[src/rtl/mem_access_pkg.sv]
// mem_access_pkg: shared types for the MIPS memory-stage load/store unit.
//   - access size encodings (SZ_BYTE / SZ_HALF / SZ_WORD, 2'b11 treated as word)
//   - FSM state enum
//   - default data-memory depth
//   - helpers to classify an access (sub-word, misaligned)
package mem_access_pkg;

    localparam int MEM_WORDS_DEFAULT = 1024;

    localparam logic [1:0] SZ_BYTE = 2'b00;
    localparam logic [1:0] SZ_HALF = 2'b01;
    localparam logic [1:0] SZ_WORD = 2'b10;

    typedef enum logic [1:0] {
        IDLE  = 2'd0,
        READ  = 2'd1,
        WRITE = 2'd2,
        RESP  = 2'd3
    } state_t;

    // Byte and half stores need the old word first (read-modify-write).
    function automatic logic is_subword(input logic [1:0] size);
        return (size == SZ_BYTE) || (size == SZ_HALF);
    endfunction

    // Reserved size 2'b11 behaves as a word access.
    function automatic logic is_misaligned(input logic [1:0] size, input logic [1:0] a);
        case (size)
            SZ_BYTE: return 1'b0;
            SZ_HALF: return a[0];
            default: return (a != 2'b00);
        endcase
    endfunction

endpackage

[src/rtl/byte_lane_align.sv]
// byte_lane_align: combinational little-endian lane steering.
//   Load path : rdata, addr, size, sext -> ld_result (extracted, zero/sign extended)
//   Store path: old_word, wdata, addr, size -> st_word (addressed lane replaced)
// Ports:
//   rdata     in  32  word read from memory (load source)
//   addr      in  2   byte offset within the word
//   size      in  2   access size encoding
//   sext      in  1   sign-extend sub-word loads
//   old_word  in  32  word being modified by a sub-word store
//   wdata     in  32  right-aligned store data
//   ld_result out 32  load value
//   st_word   out 32  word to write back
// Halfwords use addr[1] only and words ignore addr entirely, so misaligned
// accesses that are not trapped fall through as their aligned equivalent.
module byte_lane_align
    import mem_access_pkg::*;
(
    input  logic [31:0] rdata,
    input  logic [1:0]  addr,
    input  logic [1:0]  size,
    input  logic        sext,
    input  logic [31:0] old_word,
    input  logic [31:0] wdata,
    output logic [31:0] ld_result,
    output logic [31:0] st_word
);

    logic [7:0]  ld_byte;
    logic [15:0] ld_half;

    always_comb begin
        ld_byte   = rdata[{addr, 3'b000} +: 8];
        ld_half   = rdata[{addr[1], 4'b0000} +: 16];
        ld_result = rdata;
        case (size)
            SZ_BYTE: ld_result = {{24{sext & ld_byte[7]}}, ld_byte};
            SZ_HALF: ld_result = {{16{sext & ld_half[15]}}, ld_half};
            default: ld_result = rdata;
        endcase
    end

    always_comb begin
        st_word = wdata;
        case (size)
            SZ_BYTE: begin
                st_word = old_word;
                st_word[{addr, 3'b000} +: 8] = wdata[7:0];
            end
            SZ_HALF: begin
                st_word = old_word;
                st_word[{addr[1], 4'b0000} +: 16] = wdata[15:0];
            end
            default: st_word = wdata;
        endcase
    end

endmodule

[src/rtl/mem_access_unit.sv]
// mem_access_unit: load/store initiator between EX/MEM and a word-wide data
// memory (combinational read, synchronous write). One request at a time;
// sub-word stores are done as read-modify-write.
// Ports:
//   clk, rst (async, active low)
//   req_valid/req_ready handshake; req_write, req_size, req_signed,
//   req_addr (byte address), req_wdata (right-aligned)
//   resp_valid (1-cycle pulse), resp_rdata (0 for stores), misalign
//   mem_we, mem_addr (word index), mem_wdata, mem_rdata
// Option: define MEM_ACCESS_MISALIGN_TRAP_EN to trap misaligned half/word
// accesses (straight to RESP with misalign=1, no memory access). Undefined,
// misalign is tied 0 and such accesses act as the aligned access.
module mem_access_unit
    import mem_access_pkg::*;
#(
    parameter int MEM_WORDS = MEM_WORDS_DEFAULT,
    parameter int AW        = 32
) (
    input  logic          clk,
    input  logic          rst,
    input  logic          req_valid,
    output logic          req_ready,
    input  logic          req_write,
    input  logic [1:0]    req_size,
    input  logic          req_signed,
    input  logic [AW-1:0] req_addr,
    input  logic [31:0]   req_wdata,
    output logic          resp_valid,
    output logic [31:0]   resp_rdata,
    output logic          misalign,
    output logic          mem_we,
    output logic [31:0]   mem_addr,
    output logic [31:0]   mem_wdata,
    input  logic [31:0]   mem_rdata
);

    localparam int IW = $clog2(MEM_WORDS);

    state_t        state_q, state_d;
    logic [IW+1:0] addr_q;     // only the bits that reach the word index and lanes
    logic [1:0]    size_q;
    logic          sext_q;
    logic          write_q;
    logic [31:0]   wdata_q;
    logic [31:0]   rdata_q;
    logic          accept;
    logic          req_mis;
    logic          mis_now;
    logic [31:0]   old_word;
    logic [31:0]   ld_result;
    logic [31:0]   st_word;

    // Address bits above the memory depth alias away by design.
    logic unused_addr_hi;
    assign unused_addr_hi = ^req_addr[AW-1:IW+2];

    assign accept = (state_q == IDLE) && req_valid;

`ifdef MEM_ACCESS_MISALIGN_TRAP_EN
    logic mis_q;
    assign req_mis = is_misaligned(req_size, req_addr[1:0]);
    assign mis_now = mis_q;
    always_ff @(posedge clk or negedge rst) begin
        if (!rst)        mis_q <= 1'b0;
        else if (accept) mis_q <= req_mis;
    end
`else
    assign req_mis = 1'b0;
    assign mis_now = 1'b0;
`endif

    always_comb begin
        state_d = state_q;
        case (state_q)
            IDLE: begin
                if (req_valid) begin
                    if (req_mis)                                state_d = RESP;
                    else if (!req_write || is_subword(req_size)) state_d = READ;
                    else                                         state_d = WRITE;
                end
            end
            READ:    state_d = write_q ? WRITE : RESP;
            WRITE:   state_d = RESP;
            default: state_d = IDLE;
        endcase
    end

    always_ff @(posedge clk or negedge rst) begin
        if (!rst) state_q <= IDLE;
        else      state_q <= state_d;
    end

    always_ff @(posedge clk or negedge rst) begin
        if (!rst) begin
            addr_q  <= '0;
            size_q  <= SZ_BYTE;
            sext_q  <= 1'b0;
            write_q <= 1'b0;
            wdata_q <= '0;
            rdata_q <= '0;
        end else begin
            if (accept) begin
                addr_q  <= req_addr[IW+1:0];
                size_q  <= req_size;
                sext_q  <= req_signed;
                write_q <= req_write;
                wdata_q <= req_wdata;
            end
            if (state_q == READ) rdata_q <= mem_rdata;
        end
    end

    // During READ the live memory word feeds the merge, so mem_wdata already
    // carries the final value and does not change when READ hands to WRITE.
    assign old_word = (state_q == READ) ? mem_rdata : rdata_q;

    byte_lane_align u_align (
        .rdata     (rdata_q),
        .addr      (addr_q[1:0]),
        .size      (size_q),
        .sext      (sext_q),
        .old_word  (old_word),
        .wdata     (wdata_q),
        .ld_result (ld_result),
        .st_word   (st_word)
    );

    assign req_ready  = (state_q == IDLE);
    assign resp_valid = (state_q == RESP);
    assign misalign   = (state_q == RESP) && mis_now;
    assign resp_rdata = ((state_q == RESP) && !write_q && !mis_now) ? ld_result : 32'h0;
    assign mem_we     = (state_q == WRITE);
    assign mem_addr   = 32'(addr_q[IW+1:2]);
    assign mem_wdata  = write_q ? st_word : 32'h0;

endmodule

[config.mk]
export PLATFORM = sky130hd
export DESIGN_NAME = mem_access_unit
export DESIGN_NICKNAME = d
export VERILOG_FILES = /design/src/rtl/mem_access_pkg.sv /design/src/rtl/byte_lane_align.sv /design/src/rtl/mem_access_unit.sv
export SDC_FILE = /design/constraint.sdc
export NUM_CORES = 1
export LEC_CHECK = 0
export ABC_AREA = 1
export BUFFER_PORTS_ARGS = -buffer_cell sky130_fd_sc_hd__buf_4
export CAP_MARGIN = 20
export CORE_MARGIN = 8
export CORE_UTILIZATION = 30
export CTS_CLUSTER_SIZE = 40
export DETAILED_ROUTE_END_ITERATION = 6
export GPL_TIMING_DRIVEN = 0
export MAX_ROUTING_LAYER = met4
export SKIP_CTS_REPAIR_TIMING = 1
export SYNTH_ARGS = -nofsm -noshare
export SYNTH_HDL_FRONTEND = slang
export SYNTH_SLANG_ARGS = --single-unit
[constraint.sdc]
create_clock -name clk -period 2.3 [get_ports clk]
set_input_delay 0.115 -clock clk [delete_from_list [all_inputs] [get_ports clk]]
set_output_delay 0.115 -clock clk [all_outputs]
set_load 0.01 [all_outputs]
==> metrics.md <==
| Metric | Value |
|---|---|
| CP Max Fanout | `8` |
| Post-synthesis instance total | `approximately 860` |
| Most frequent cells in the layout | `buf_4, nand2_1, nor2_1` |
| Die X | `156 µm` |
| ANT cells | `0` |
| Post-DRT Antenna Nets | `0` |
| CP Launch Type | `flip-flop` |
| RSZ-0062 raised after global routing | `true` |
| Num ports | `about 200` |
| Post-route minimum period | `between 2 and 2.5 ns` |
| CTS root buf | `clkbuf_16` |
| Initial antenna violation count | `0` |
| Flop and latch count out of synthesis | `around 80` |
| Rows | `51` |
| Initial DRC Count | `slightly above 400` |
| H-tree depth | `3` |
| Num CTS Buffers | `9` |
| Synthesized area | `just under 0.006 mm²` |
| Maximum vdd drop | `0.593 mV` |
| Final Hold Violating Endpoints | `0` |
| Seq/Total Area, Yosys | `roughly a third` |
| Vias/cell | `between 4 and 5` |
| Simple-Gate Fraction of Synth Area | `26.8%` |
| Final-layout fill cell count | `about 2,000` |
| Leakage | `about 4.2 nW` |
| Most common cell after layout, fill and taps aside | `buf_4` |
| Syn. warnings | `0` |
| Storage cell area | `0.00205 mm²` |
| Post-Route WL | `roughly 24,000 µm` |
| Clock transition at path regs | `~0.060 ns` |
| Max-slew violations | `0` |
| Worst-Skew Late Latency | `around 0.35 ns` |
| Final Skew | `approximately 0.0092 ns` |
| Total Routing Usage GR | `around a fifth` |
| Layout cells sized above 1 | `a little under a third` |
| Largest net degree at the start of global routing | `slightly above 80` |
| Multi-input gate area | `between 0.003 and 0.004 mm²` |
| Layout net count | `between 1,000 and 1,500` |
| Final Setup Violations | `6` |
| Post-Synth XOR/XNOR Area | `0%` |
| Complex-gate fraction of the synthesized area | `about 17%` |
| Relative slew margins | `52.8%` |
| Vias | `6,400` |
| Number of port buffers | `about 160` |
| Max Fclk | `0.427 GHz` |
| First-pass GRT wire length | `about 35,000 µm` |
| Failing checks | `negative setup slack` |
| Largest family of logic cells by synthesized area | `simple AND/OR/NAND/NOR gates` |
| Total power | `approximately 13 mW` |
| Slew @ Worst Pin | `0.708 ns` |
| Sink Count | `slightly above 80` |
| Hpwl dp | `about 19,000 µm` |
| Critical Path RT | `roughly 2.2 ns` |
| Worst Hold Class | `in -> reg` |
| WL/cell | `~18 µm` |
| Synth-to-layout area growth | `42.5%` |
| CTS tree | `yes` |
| Syn Area/Cell | `roughly 7 µm²` |
| DR DRC count | `0` |
| Maximum capacitance violations | `0` |
| Setup CP Type | `reg -> out` |
| Fin crit share | `102%` |
| WP data arrival | `roughly 2.2 ns` |
| Yosys cell types | `24` |
| Initial core utilization | `30.3%` |
| Post-Synth Adder-Cell Area | `1.92%` |
| CP Capture Type | `output pin` |
| PD cells | `about 1500 mW/mm²` |
| TNS Setup | `-0.117 ns` |
| Status | `finished with violations` |
| Core ar. | `0.0193 mm²` |
| Die height | `~160 µm` |
| Post-route setup slack | `-0.0429 ns` |
| CTS max path bufs | `2` |
| Total iterations of the first detailed-routing run | `5` |
| Mux contribution to synthesized area | `6.92%` |
| Vias in the first global route | `approximately 6,000` |
| Congestion Overflow GR | `0` |
| RePlAce Congestion | `~0.94` |
| Die Footprint | `about 0.024 mm²` |
state kept, by name (all words and copies together) (netlist names):
register and cells:
wdata_q 32, write_q 1, rdata_q 32, addr_q 12
state_q 2, sext_q 1, size_q 2
per-layer routing:
layer / track usage [%] / wire, µm / share of wire (%)
met5: - / 0 / 0
met1: 25.8 / 10500 / 44
met2: 30.4 / 11100 / 46
met4: 5.59 / 507 / 2.1
met3: 4.13 / 2000 / 8.3
cells in the mapped netlist:
cell      count  area [µm²]
a21boi_1     12        90.1
a21oi_1      91         455
buf_1         2        7.51
buf_2        23         115
buf_4        35         263
clkbuf_1     25        93.8
clkinv_1      1        3.75
conb_1        1        3.75
dfrtp_1      82        2050
ha_1          9         113
inv_1        51         191
inv_2         7        26.3
mux2_2       36         405
nand2_1     197         739
nand2_2       1        6.26
nand3_1      48         240
nand4_2       1        12.5
nor2_1      145         544
nor2_2        1        6.26
nor2_4        1        11.3
o21a_1       13        97.6
o21ai_0      57         285
o21ai_1      17        85.1
or2_2         1        6.26
worst max-delay path: stages (launching register included):
cell and delay, ns:
dfrtp_2 0.43, inv_4 0.06, buf_8 0.13, buf_12 0.13, ha_4 0.29, inv_4 0.04, nor2_4 0.21, nand2_1 0.09
nand2_1 0.09, nand3_2 0.07, a21oi_2 0.18, buf_4 0.15
stage by stage:
step,instances,util (%),setup slack (ns),hold slack [ns],cell area [µm²]
CTS,1318,40.2,-1.13,-0.0145,7770
floorplan,879,-,0.117,-0.181,5940
finish,1344,43.1,-0.0429,0.00122,8340
detailed placement,1303,38.6,-0.752,0.351,7460
global placement,1303,38.6,-0.798,0.348,7460
global route,1344,43.1,-0.117,0.0000842,8340
path summary, 6_finish.rpt:
| check | from | end | slack (ns) | cells past startpoint |
|---|---|---|---|---|
| max in group asynchronous | rst | addr_q[1] | 1.38 | 3 |
| min | req_wdata[27] | wdata_q[27] | 0.001 | 2 |
| min in group asynchronous | rst | wdata_q[4] | 0.27 | 2 |
| max | addr_q[1] | mem_wdata[19] | -0.04 | 11 |
| max reg2reg | state_q[0] | wdata_q[3] | 0.40 | 6 |
| min reg2reg | wdata_q[27] | wdata_q[27] | 0.51 | 1 |
cell families (layout without fill, tap and decap cells):
group	count (synthesis)	after routing
muxes	36	36
DFF	82	82
other	1	23
AOI/OAI and AO/OA	190	190
adders and majority gates	9	9
and+or+nand+nor	395	395
buffers and inverters	144	344
power by group:
| group | internal, mW | total (mW) | switching (mW) |
|---|---|---|---|
| logic | 3.30 | 8.18 | 4.88 |
| clock network | 0.944 | 1.56 | 0.617 |
| registers | 2.17 | 2.78 | 0.613 |
area by class of cell:
type / count / area share [%]
plain buffers: 82 / 6.79
multi-input cells: 653 / 40.4
flip-flops and latches: 82 / 24.6
inverters: 59 / 2.80
well taps: 265 / 3.97
clock inverters: 5 / 0.960
repair buffers: 188 / 17.7
clock buffers: 10 / 2.74
Note: power is estimated with default switching activity, not from simulation.
